## src/rtl/wb_project_selector.sv

```systemverilog
// Wishbone-controlled project selector: drives the one-hot `active` enable bus with
// break-before-make switching, a programmable guard time, status/count registers and a done irq.
module wb_project_selector #(
  parameter logic [31:0] BASE_ADDR    = 32'h3000_0000,
  parameter int unsigned NUM_PROJECTS = 8,
  parameter int unsigned GUARD_RESET  = 16
) (
  input  logic        wb_clk_i,
  input  logic        wb_rst_i,
  input  logic        wbs_stb_i,
  input  logic        wbs_cyc_i,
  input  logic        wbs_we_i,
  input  logic [3:0]  wbs_sel_i,
  input  logic [31:0] wbs_adr_i,
  input  logic [31:0] wbs_dat_i,
  output logic        wbs_ack_o,
  output logic [31:0] wbs_dat_o,
  output logic [31:0] active,
  output logic        switch_irq
);

  localparam logic [31:0] PROJ_MASK =
    (NUM_PROJECTS >= 32) ? '1 : ((32'd1 << NUM_PROJECTS) - 32'd1);

  typedef enum logic {IDLE, DRAIN} state_t;

  state_t      state_q, state_d;
  logic        ack_q, ack_d;
  logic [31:0] dat_q, dat_d;
  logic [31:0] active_q, active_d;
  logic        irq_q, irq_d;
  logic [4:0]  sel_id_q, sel_id_d;
  logic        sel_en_q, sel_en_d;
  logic [4:0]  cur_id_q, cur_id_d;
  logic        cur_en_q, cur_en_d;
  logic [7:0]  guard_q, guard_d;
  logic [7:0]  cnt_q, cnt_d;
  logic        err_q, err_d;
  logic [15:0] count_q, count_d;

  logic        hit, acc, wr;
  logic [1:0]  off;
  logic [31:0] rdata;
  logic        busy;
  logic        req_diff;
  logic        unused_bits;

  assign unused_bits = ^{wbs_adr_i[1:0], wbs_dat_i[30:8]};

  assign hit  = (wbs_adr_i[31:4] == BASE_ADDR[31:4]);
  assign acc  = wbs_stb_i & wbs_cyc_i & ~ack_q & hit;
  assign wr   = acc & wbs_we_i;
  assign off  = wbs_adr_i[3:2];
  assign busy = (state_q == DRAIN);

  // A disabled request matches a disabled current value regardless of id.
  assign req_diff = (sel_en_q != cur_en_q) || (sel_en_q && (sel_id_q != cur_id_q));

  always_comb begin
    rdata = '0;
    case (off)
      2'd0: rdata = {sel_en_q, 26'b0, sel_id_q};
      2'd1: rdata = {24'b0, guard_q};
      2'd2: rdata = {15'b0, cur_en_q, 3'b0, cur_id_q, 6'b0, err_q, busy};
      default: rdata = {16'b0, count_q};
    endcase
  end

  always_comb begin
    ack_d    = acc;
    dat_d    = (acc && !wbs_we_i) ? rdata : '0;
    sel_id_d = sel_id_q;
    sel_en_d = sel_en_q;
    guard_d  = guard_q;
    err_d    = err_q;

    if (wr && off == 2'd0) begin
      if (wbs_sel_i[0]) begin
        if ({27'b0, wbs_dat_i[4:0]} < NUM_PROJECTS) sel_id_d = wbs_dat_i[4:0];
        else                                         err_d    = 1'b1;
      end
      if (wbs_sel_i[3]) sel_en_d = wbs_dat_i[31];
    end
    if (wr && off == 2'd1 && wbs_sel_i[0]) guard_d = wbs_dat_i[7:0];
    if (wr && off == 2'd2 && wbs_sel_i[0] && wbs_dat_i[1]) err_d = 1'b0;
  end

  always_comb begin
    state_d  = state_q;
    cnt_d    = cnt_q;
    active_d = active_q;
    irq_d    = 1'b0;
    cur_id_d = cur_id_q;
    cur_en_d = cur_en_q;
    count_d  = count_q;
    case (state_q)
      IDLE: begin
        if (req_diff) begin
          state_d  = DRAIN;
          active_d = '0;
          cnt_d    = guard_q;
        end
      end
      default: begin
        if (cnt_q != 8'd0) begin
          cnt_d = cnt_q - 8'd1;
        end else begin
          cur_id_d = sel_id_q;
          cur_en_d = sel_en_q;
          active_d = sel_en_q ? (PROJ_MASK & (32'd1 << sel_id_q)) : '0;
          irq_d    = 1'b1;
          count_d  = count_q + 16'd1;
          state_d  = IDLE;
        end
      end
    endcase
  end

  always_ff @(posedge wb_clk_i) begin
    if (wb_rst_i) begin
      state_q  <= IDLE;
      ack_q    <= 1'b0;
      dat_q    <= '0;
      active_q <= '0;
      irq_q    <= 1'b0;
      sel_id_q <= '0;
      sel_en_q <= 1'b0;
      cur_id_q <= '0;
      cur_en_q <= 1'b0;
      guard_q  <= 8'(GUARD_RESET);
      cnt_q    <= '0;
      err_q    <= 1'b0;
      count_q  <= '0;
    end else begin
      state_q  <= state_d;
      ack_q    <= ack_d;
      dat_q    <= dat_d;
      active_q <= active_d;
      irq_q    <= irq_d;
      sel_id_q <= sel_id_d;
      sel_en_q <= sel_en_d;
      cur_id_q <= cur_id_d;
      cur_en_q <= cur_en_d;
      guard_q  <= guard_d;
      cnt_q    <= cnt_d;
      err_q    <= err_d;
      count_q  <= count_d;
    end
  end

  assign wbs_ack_o  = ack_q;
  assign wbs_dat_o  = dat_q;
  assign active     = active_q;
  assign switch_irq = irq_q;

endmodule

```

## config.mk

```make
export PLATFORM = sky130hd
export DESIGN_NAME = wb_project_selector
export DESIGN_NICKNAME = d
export VERILOG_FILES = /design/src/rtl/wb_project_selector.sv
export SDC_FILE = /design/constraint.sdc
export NUM_CORES = 1
export LEC_CHECK = 0
export ABC_CLOCK_PERIOD_IN_PS = 6200
export CORE_MARGIN = 2
export CORE_UTILIZATION = 48
export DETAILED_ROUTE_END_ITERATION = 10
export HOLD_SLACK_MARGIN = 0.08
export PLACE_DENSITY_LB_ADDON = 0.08
export SYNTH_ARGS = -nofsm -noshare
export SYNTH_HDL_FRONTEND = slang
export SYNTH_SLANG_ARGS = --single-unit
```

## constraint.sdc

```tcl
create_clock -name wb_clk_i -period 6.2 [get_ports wb_clk_i]
set_input_delay 1.55 -clock wb_clk_i [delete_from_list [all_inputs] [get_ports wb_clk_i]]
set_output_delay 1.55 -clock wb_clk_i [all_outputs]
set_load 0.05 [all_outputs]
```

Word-level counts from Yosys, hierarchy flattened

Index checks and enable logic that the tools add are counted.

Bits in registers: 112

$add $sub $neg: 2
Magnitude comparators: 1
Eq/ne operators: 7
Shift operators: 1
Mux-type cells: 12
Bitwise logic cells: 9
Reductions and logical operators: 22

Operators with widths:

| kind                                                        | count |
|---|---|
| two-way mux 32 bit                                          | 3 |
| case mux 32 bit (3 select lines)                            | 1 |
| two-way mux 8 bit                                           | 4 |
| equality test 28 x 26 -> 1 bit (second input constant)      | 1 |
| adder 16 x 1 -> 16 bit (second input constant)              | 1 |
| logical AND 1 bit                                           | 8 |
| AND reduction 2 bit                                         | 4 |
| nonzero test 8 bit                                          | 1 |
| left shift 1 x 5 -> 8 bit (first input constant)            | 1 |
| subtractor 8 x 1 -> 8 bit (second input constant)           | 1 |
| AND reduction 3 bit                                         | 2 |
| OR reduction 2 bit                                          | 3 |
| less-than comparator 5 x 4 -> 1 bit (second input constant) | 1 |
| != test 5 bit                                               | 1 |
| NOT 1 bit                                                   | 5 |
| bitwise AND 1 bit                                           | 4 |
| two-way mux 1 bit                                           | 4 |
| equality test 2 x 1 -> 1 bit (second input constant)        | 1 |
| equality test 2 bit (second input constant)                 | 1 |
| logical NOT 2 bit                                           | 1 |
| != test 2 x 1 -> 1 bit (second input constant)              | 1 |
| != test 2 bit (second input constant)                       | 1 |
| nonzero test 2 bit                                          | 1 |
| logical NOT 1 bit                                           | 1 |
| other kinds (2)                                             | 2 |

Logic depth before layout (Yosys ltp)

Gate-level depths: netlist of the first run.

Depth in word-level cells: 8
Gate-level depth with buffers: 8

Worst setup path before layout of the first run

No wires, ideal clock.

Path kind: input to register
Start: input wbs_adr_i[13]
End: register guard_q[4]
Data arrival time: 2.894 ns
Required time: 6.070 ns
Slack: 3.176 ns
Stages on the path: 5
Buffers on the path: 0
Cell sequence: nor4_1 > nand4_2 > nor3_4 > mux2i_1 > nand2_1

Word-level cells in the longest chain between the ends: 5

Ends and longest elaborated chain:

| item                            | line | RTL |
|---|---|---|
| from (decl)                     | 14   | `input logic [31:0] wbs_adr_i,` |
| equality test 28 x 26 -> 1 bit  | 50   | `assign hit = (wbs_adr_i[31:4] == BASE_ADDR[31:4]);` |
| bitwise AND 1 bit               | 51   | `assign acc = wbs_stb_i & wbs_cyc_i & ~ack_q & hit;` |
| bitwise AND 1 bit               | 52   | `assign wr = acc & wbs_we_i;` |
| logical AND 1 bit (2 in series) | 84   | `if (wr && off == 2'd1 && wbs_sel_i[0]) guard_d = wbs_dat_i[7:0];` |
| to (signal assigned)            | 130  | `guard_q <= 8'(GUARD_RESET);` |
| to (signal assigned)            | 144  | `guard_q <= guard_d;` |
| to (decl)                       | 36   | `logic [7:0] guard_q, guard_d;` |

No other way between the ends.
A chain may end at the register's enable or synchronous reset.

Worst setup path in the final report of the first run

Start: input wbs_adr_i[2]
End: register sel_id_q[2]

Word-level cells in the longest chain between the ends: 3

Ends and longest elaborated chain:

| item                                 | line | RTL |
|---|---|---|
| logical NOT 2 bit                    | 77   | `if (wr && off == 2'd0) begin` |
| logical AND 1 bit                    | 77   |  |
| AND reduction 3 bit (no source line) | --   |  |
| to (signal assigned)                 | 140  | `sel_id_q <= sel_id_d;` |
| to (decl)                            | 32   | `logic [4:0] sel_id_q, sel_id_d;` |

No other way between the ends.

==> flow_summary.json, run 1 <==
{
  "rrSetupSlack_ns": 3.53,
  "antenna_left": 0,
  "syn_inst": 409,
  "ys_async_sr_fraction_pct": 0,
  "min_to": "active[6]$_SDFFE_PP0P_",
  "syn-mean-instance-area_sq_um": 8.91,
  "hp-class": "reg -> reg",
  "port_buffers": 73,
  "setup_viol": 0,
  "root_buffer": "clkbuf_8",
  "tritoncts": "yes",
  "gr-total-overflow": 0,
  "rows": 31,
  "required_ns": 6.42,
  "wirelength_mm": 8.17,
  "critPathMaxFanout": 18,
  "cts_max_path_buffers": 2,
  "grt_usage_pct": 20.4,
  "grt_pass1_wl_mm": 13.8,
  "die_area_sq_mm": 0.00831,
  "h-tree-depth": 3,
  "dp_hpwl_mm": 5.97,
  "drive_above_1_share_pct": 7.07,
  "crit_type": "in -> reg",
  "coreArea_sq_mm": 0.00729,
  "cts_resized": 0,
  "ys_seq_area_share_pct": 40.6,
  "stdcell_area_sq_mm": 0.00451,
  "vias": 2944,
  "grt_pass1_vias": 2785,
  "max_freq_mhz": 276,
  "slew_headroom_pct": 45.8,
  "ys_types": 55,
  "drt_first_iter_violations": 101,
  "ys.flop_type": "dfxtp_1",
  "netlist.area_leader.share_pct": 40.6,
  "min_period_ns": 3.62,
  "yosys.area.top_type": "dfxtp_1",
  "finalNonFillerCells": 580,
  "wl_per_cell_microns": 14.1,
  "syn2layout_area_growth_pct": 23.7,
  "final_hold_viol_count": 0,
  "finClkSkew_ns": 0.00892,
  "cts_made_buffers": 9,
  "ios": 139,
  "initial_core_util_pct": 50.0,
  "nets": 552,
  "diodes": 0,
  "fin_crit_sh_pct": 58.3,
  "clkTransAtPathRegs_ns": 0.08,
  "cts-hold-fix-buffers": 0,
  "clock_sinks": 74,
  "whs_ns": 0.462,
  "holdPathStages": 2,
  "globalplace.congestion": 0.919,
  "grt_max_degree": 53,
  "setup.worst_path.start_class": "primary input",
  "antenna_found_initial": 0,
  "min_from": "active[6]$_SDFFE_PP0P_",
  "drtPass1Iterations": 4,
  "yosysWarnings": 0,
  "synth_edf_count": 0,
  "status": "finished clean",
  "power_density_mw_per_mm2": 221,
  "post-route-drc-count": 0,
  "dieHeight_microns": 91.1,
  "ir_drop_mv": 0.140,
  "fillers": 652,
  "synth_area_leaders": "dfxtp_1 41%, mux2i_1 8.0%, buf_4 7.8%",
  "via_per_inst": 5.08,
  "post_cts_buffers": 0,
  "final_max_slew_viol_count": 0,
  "clk_latency_ns": 0.35,
  "tightest_slew_ns": 0.810,
  "placedCellCount": 564,
  "reg2reg_depth": 7,
  "synth_area_sq_mm": 0.00364,
  "die_w_microns": 91.1,
  "ys_seq_elements": 74,
  "cp-end-kind": "flop",
  "grt_setup_unrepaired": "false",
  "setup-tns-final_ns": 0,
  "arrival_ns": 3.84,
  "p_leak_nw": 1.67,
  "dpl_cell_area_sq_mm": 0.00428,
  "r2r_end": "count_q[10]$_SDFFE_PP0P_",
  "maxCapViolations": 0,
  "r2r-start": "cnt_q[0]$_SDFFE_PP0P_"
}
critical path, cell delays in order:
cell             delay [ns]
clkdlybuf4s50_1        0.83
nor2_1                 0.50
nand3_1                0.21
nor4b_4                0.46
mux2i_1                0.24
nor2_1                 0.05
report_power, final:
| part | internal, mW | switching, mW | total, mW |
|---|---|---|---|
| sequential | 0.475 | 0.0000000000148 | 0.475 |
| combinational | 0.0296 | 0.0690 | 0.0986 |
| clock | 0.238 | 0.183 | 0.421 |
| total | 0.742 | 0.252 | 0.995 |
logic make-up after synthesis:
logic type	count (synthesis)	share of synthesized area, %
flops	74	40.6
compound gates	44	8.07
simple gates	169	24.5
buf+inv	65	10.9
fa+ha+maj	3	1.03
xor+xnor	19	4.57
other cells	1	0.103
mux	34	10.2
placed cells by master (no fill, tap or decap), types with 2 or more instances in the layout:
cell / synthesis / routed
clkdlybuf4s50_1: 0 / 72
mux2i_1: 29 / 29
inv_1: 10 / 10
a22oi_1: 4 / 4
and3_1: 7 / 7
bufinv_16: 0 / 2
nor4_1: 11 / 11
a31oi_1: 2 / 2
o21ai_0: 3 / 3
nor4_4: 2 / 2
nand3_1: 9 / 9
nand4_2: 2 / 2
clkbuf_8: 0 / 10
ha_1: 3 / 3
nand4_1: 6 / 6
nor2_1: 52 / 52
conb_1: 1 / 38
nand2_1: 45 / 45
o32ai_1: 4 / 4
nor3b_1: 5 / 5
nor3_1: 13 / 13
and2_1: 4 / 4
dfxtp_1: 74 / 74
xnor2_1: 12 / 12
clkinv_4: 0 / 2
xor2_1: 7 / 7
o21ai_1: 2 / 2
mux2_2: 3 / 3
a21oi_1: 19 / 19
how the worst max path moves through the flow:
stage	startpoint	to	slack, ns
6_report	wbs_adr_i[2]	sel_id_q[2]$_SDFFE_PP0P_	2.58
5_1_grt	wbs_adr_i[2]	sel_id_q[2]$_SDFFE_PP0P_	2.41
4_1_cts	wbs_adr_i[2]	sel_id_q[2]$_SDFFE_PP0P_	2.60
3_5_place_dp	wbs_adr_i[2]	sel_id_q[2]$_SDFFE_PP0P_	2.24
3_3_place_gp	wbs_adr_i[2]	sel_id_q[0]$_SDFFE_PP0P_	2.28
2_1_floorplan	wbs_adr_i[13]	guard_q[4]$_SDFFE_PP1P_	3.18
registers in the layout (all words and copies together) (netlist names):
register    cells
cur_id_q        5
guard_q         8
err_q           1
wbs_ack_o       1
sel_id_q        5
switch_irq      1
cur_en_q        1
active          8
wbs_dat_o      18
busy            1
sel_en_q        1
count_q        16
cnt_q           8
cell usage after synthesis (3+ instances only):
| cell type | n |
|---|---|
| dfxtp_1 | 74 |
| nor2_1 | 52 |
| nand2_1 | 45 |
| buf_4 | 38 |
| mux2i_1 | 29 |
| a21oi_1 | 19 |
| nor3_1 | 13 |
| xnor2_1 | 12 |
| nor4_1 | 11 |
| inv_1 | 10 |
| clkbuf_1 | 9 |
| nand3_1 | 9 |
| and3_1 | 7 |
| xor2_1 | 7 |
| nand4_1 | 6 |
| buf_1 | 5 |
| nor3b_1 | 5 |
| a22oi_1 | 4 |
| and2_1 | 4 |
| o32ai_1 | 4 |
| ha_1 | 3 |
| mux2_2 | 3 |
| o21ai_0 | 3 |
cell type report:
cell class	count	area (sq um)	area share, %
Sequential cell	74	1480	32.9
Tap cell	99	124	2.75
Clock inverter	6	90.1	2.00
Timing Repair Buffer	74	733	16.3
Clock buffer	10	138	3.05
Inverter	10	37.5	0.832
Multi-Input combinational cell	307	1910	42.3
routing by layer:
layer,GRT usage [%],wire length [microns]
met5,0,0
met4,4.92,100
met3,4.98,357
met2,32.5,3850
met1,28.0,3860
per-stage QoR:
stage               power [mW]  util (%)  worst slack (ns)
CTS                       1.00      61.8              2.60
detailed placement       0.584      58.7              2.24
global route              1.03      61.8              2.41
finish                   0.995      61.8              2.58
global placement         0.584      58.7              2.28
floorplan                0.569         -              3.18
(Power assumes the default switching activity.)
==> run 2: changes to the inputs <==
ABC_CLOCK_PERIOD_IN_PS = 3600   (was 6200)
CORE_UTILIZATION = 44   (was 48)
clock period = 3.6 ns   (was 6.2 ns; I/O delays follow)
==> run 2 against run 1 <==
  * Non-clock buffer count up 4
  * Setup slack worse by 1.7 ns
  * Power up 80%
  * Utilization down 5.6 points
  * Design area up 1.5%
  * Wire length up 4.3%
  * Clock skew up 0.00065 ns
  * Sequential share of layout area down 0.48 points
  * Critical path depth unchanged
  * Global-route usage down 0.33 points
  * First-iteration DRC count up 64%
  * Sequential cell count unchanged
  * Largest cell class unchanged
==> flow_summary.json, run 2 (synthesized netlist as in run 1, its figures left out) <==
{
  "status": "finished clean",
  "clock_sinks": 74,
  "hp-class": "reg -> reg",
  "antenna_left": 0,
  "coreArea_sq_mm": 0.00813,
  "syn2layout_area_growth_pct": 25.5,
  "fillers": 765,
  "crit_type": "in -> reg",
  "cts-hold-fix-buffers": 0,
  "drive_above_1_share_pct": 7.63,
  "fin_crit_sh_pct": 75.0,
  "diodes": 0,
  "clkTransAtPathRegs_ns": 0.08,
  "setup_viol": 0,
  "wl_per_cell_microns": 14.4,
  "dieHeight_microns": 95.0,
  "dpl_cell_area_sq_mm": 0.00432,
  "power_mw": 1.79,
  "layout_commonest_cell": "dfxtp_1",
  "dp_slack_ns": 0.509,
  "gr-total-overflow": 0,
  "final_cell_mix": "74 x dfxtp_1, 73 x clkdlybuf4s50_1, 52 x nor2_1",
  "ir_drop_mv": 0.258,
  "drt_first_iter_violations": 166,
  "grt_pass1_vias": 2843,
  "grt_pass1_wl_mm": 14.1,
  "post-route-drc-count": 0,
  "rows": 33,
  "min_period_ns": 2.70,
  "required_ns": 3.82,
  "seq_area_sq_mm": 0.00148,
  "antenna_found_initial": 0,
  "stdcell_area_sq_mm": 0.00458,
  "root_buffer": "clkbuf_8",
  "critPathMaxFanout": 8,
  "die_area_sq_mm": 0.00903,
  "setup-tns-final_ns": 0,
  "h-tree-depth": 3,
  "finClkSkew_ns": 0.00957,
  "arrival_ns": 2.92,
  "slew_headroom_pct": 62.9,
  "max_freq_mhz": 370,
  "p_leak_nw": 1.71,
  "multi_input_area_sq_mm": 0.00191,
  "setup.worst_path.start_class": "primary input",
  "post_cts_buffers": 0,
  "grt_usage_pct": 20.1,
  "drtPass1Iterations": 4,
  "dp_hpwl_mm": 6.29,
  "die_w_microns": 95.0,
  "final_hold_viol_count": 0,
  "wirelength_mm": 8.52,
  "initial_core_util_pct": 44.8,
  "cts_made_buffers": 9,
  "nets": 556,
  "via_per_inst": 5.03,
  "cts_resized": 0,
  "power_density_mw_per_mm2": 392,
  "grt_setup_unrepaired": "false",
  "final_max_slew_viol_count": 0,
  "cp-end-kind": "flop",
  "globalplace.congestion": 0.816,
  "grt_max_degree": 36,
  "layout_setup_ws_ns": 0.899,
  "port_buffers": 73,
  "maxCapViolations": 0,
  "cts_max_path_buffers": 2,
  "vias": 2967,
  "clk_latency_ns": 0.34,
  "tritoncts": "yes",
  "ios": 139,
  "largest_reg_flops": 18,
  "tightest_slew_ns": 0.555
}
[run 2: changes by cell type in the layout (fill, tap and decap cells not counted)]
cell / delta
clkbuf_8: +1
clkinv_4: -2
buf_4: +4
clkinv_2: +1
clkdlybuf4s50_1: +1
buf_2: -1
bufinv_16: +1
clkinvlp_4: -1
[run 2: power breakdown]
group,switching (mW),internal (mW)
combinational,0.120,0.0533
sequential,0.0000000000280,0.818
clock,0.306,0.496
[run 2: area by class of cell]
cell class	count	area share, %
multi-input cells	307	41.6
flip-flops and latches	74	32.4
repair buffers	78	16.8
clock buffers	11	3.31
well taps	105	2.87
clock inverters	5	2.19
inverters	10	0.820
[run 2: worst paths after layout]
kind                     startpoint                      end  slack, ns  depth (start not counted)
max                    wbs_adr_i[8]  guard_q[4]$_SDFFE_PP1P_       0.90                          6
min          active[5]$_SDFFE_PP0P_   active[5]$_SDFFE_PP0P_       0.46                          2
max reg2reg   cnt_q[0]$_SDFFE_PP0P_    cnt_q[7]$_SDFFE_PP0P_       1.36                          7
min reg2reg  active[5]$_SDFFE_PP0P_   active[5]$_SDFFE_PP0P_       0.46                          2
[run 2: metal layers]
layer | share of wire [%] | global-route usage, % | wire length (microns)
met5 | 0 | 0 | 0
met4 | 1.9 | 5.80 | 160
met1 | 47 | 26.6 | 4010
met3 | 3.9 | 3.72 | 329
met2 | 47 | 33.6 | 4020
[run 2: through the flow]
stage                     util (%)  std cells  hold WS, ns
after global routing          56.3        590        0.489
after global placement        53.2        574        0.451
final                         56.3        590        0.458
after CTS                     56.3        590        0.465
after floorplan                  -        446        0.458
after detailed placement      53.2        574        0.447
[run 2: worst max-delay path, cell delays in order]
cell             delay [ns]
clkdlybuf4s50_1        0.40
nor4_1                 0.36
nand4_2                0.32
nor3_4                 0.59
mux2i_1                0.27
nand2_1                0.07
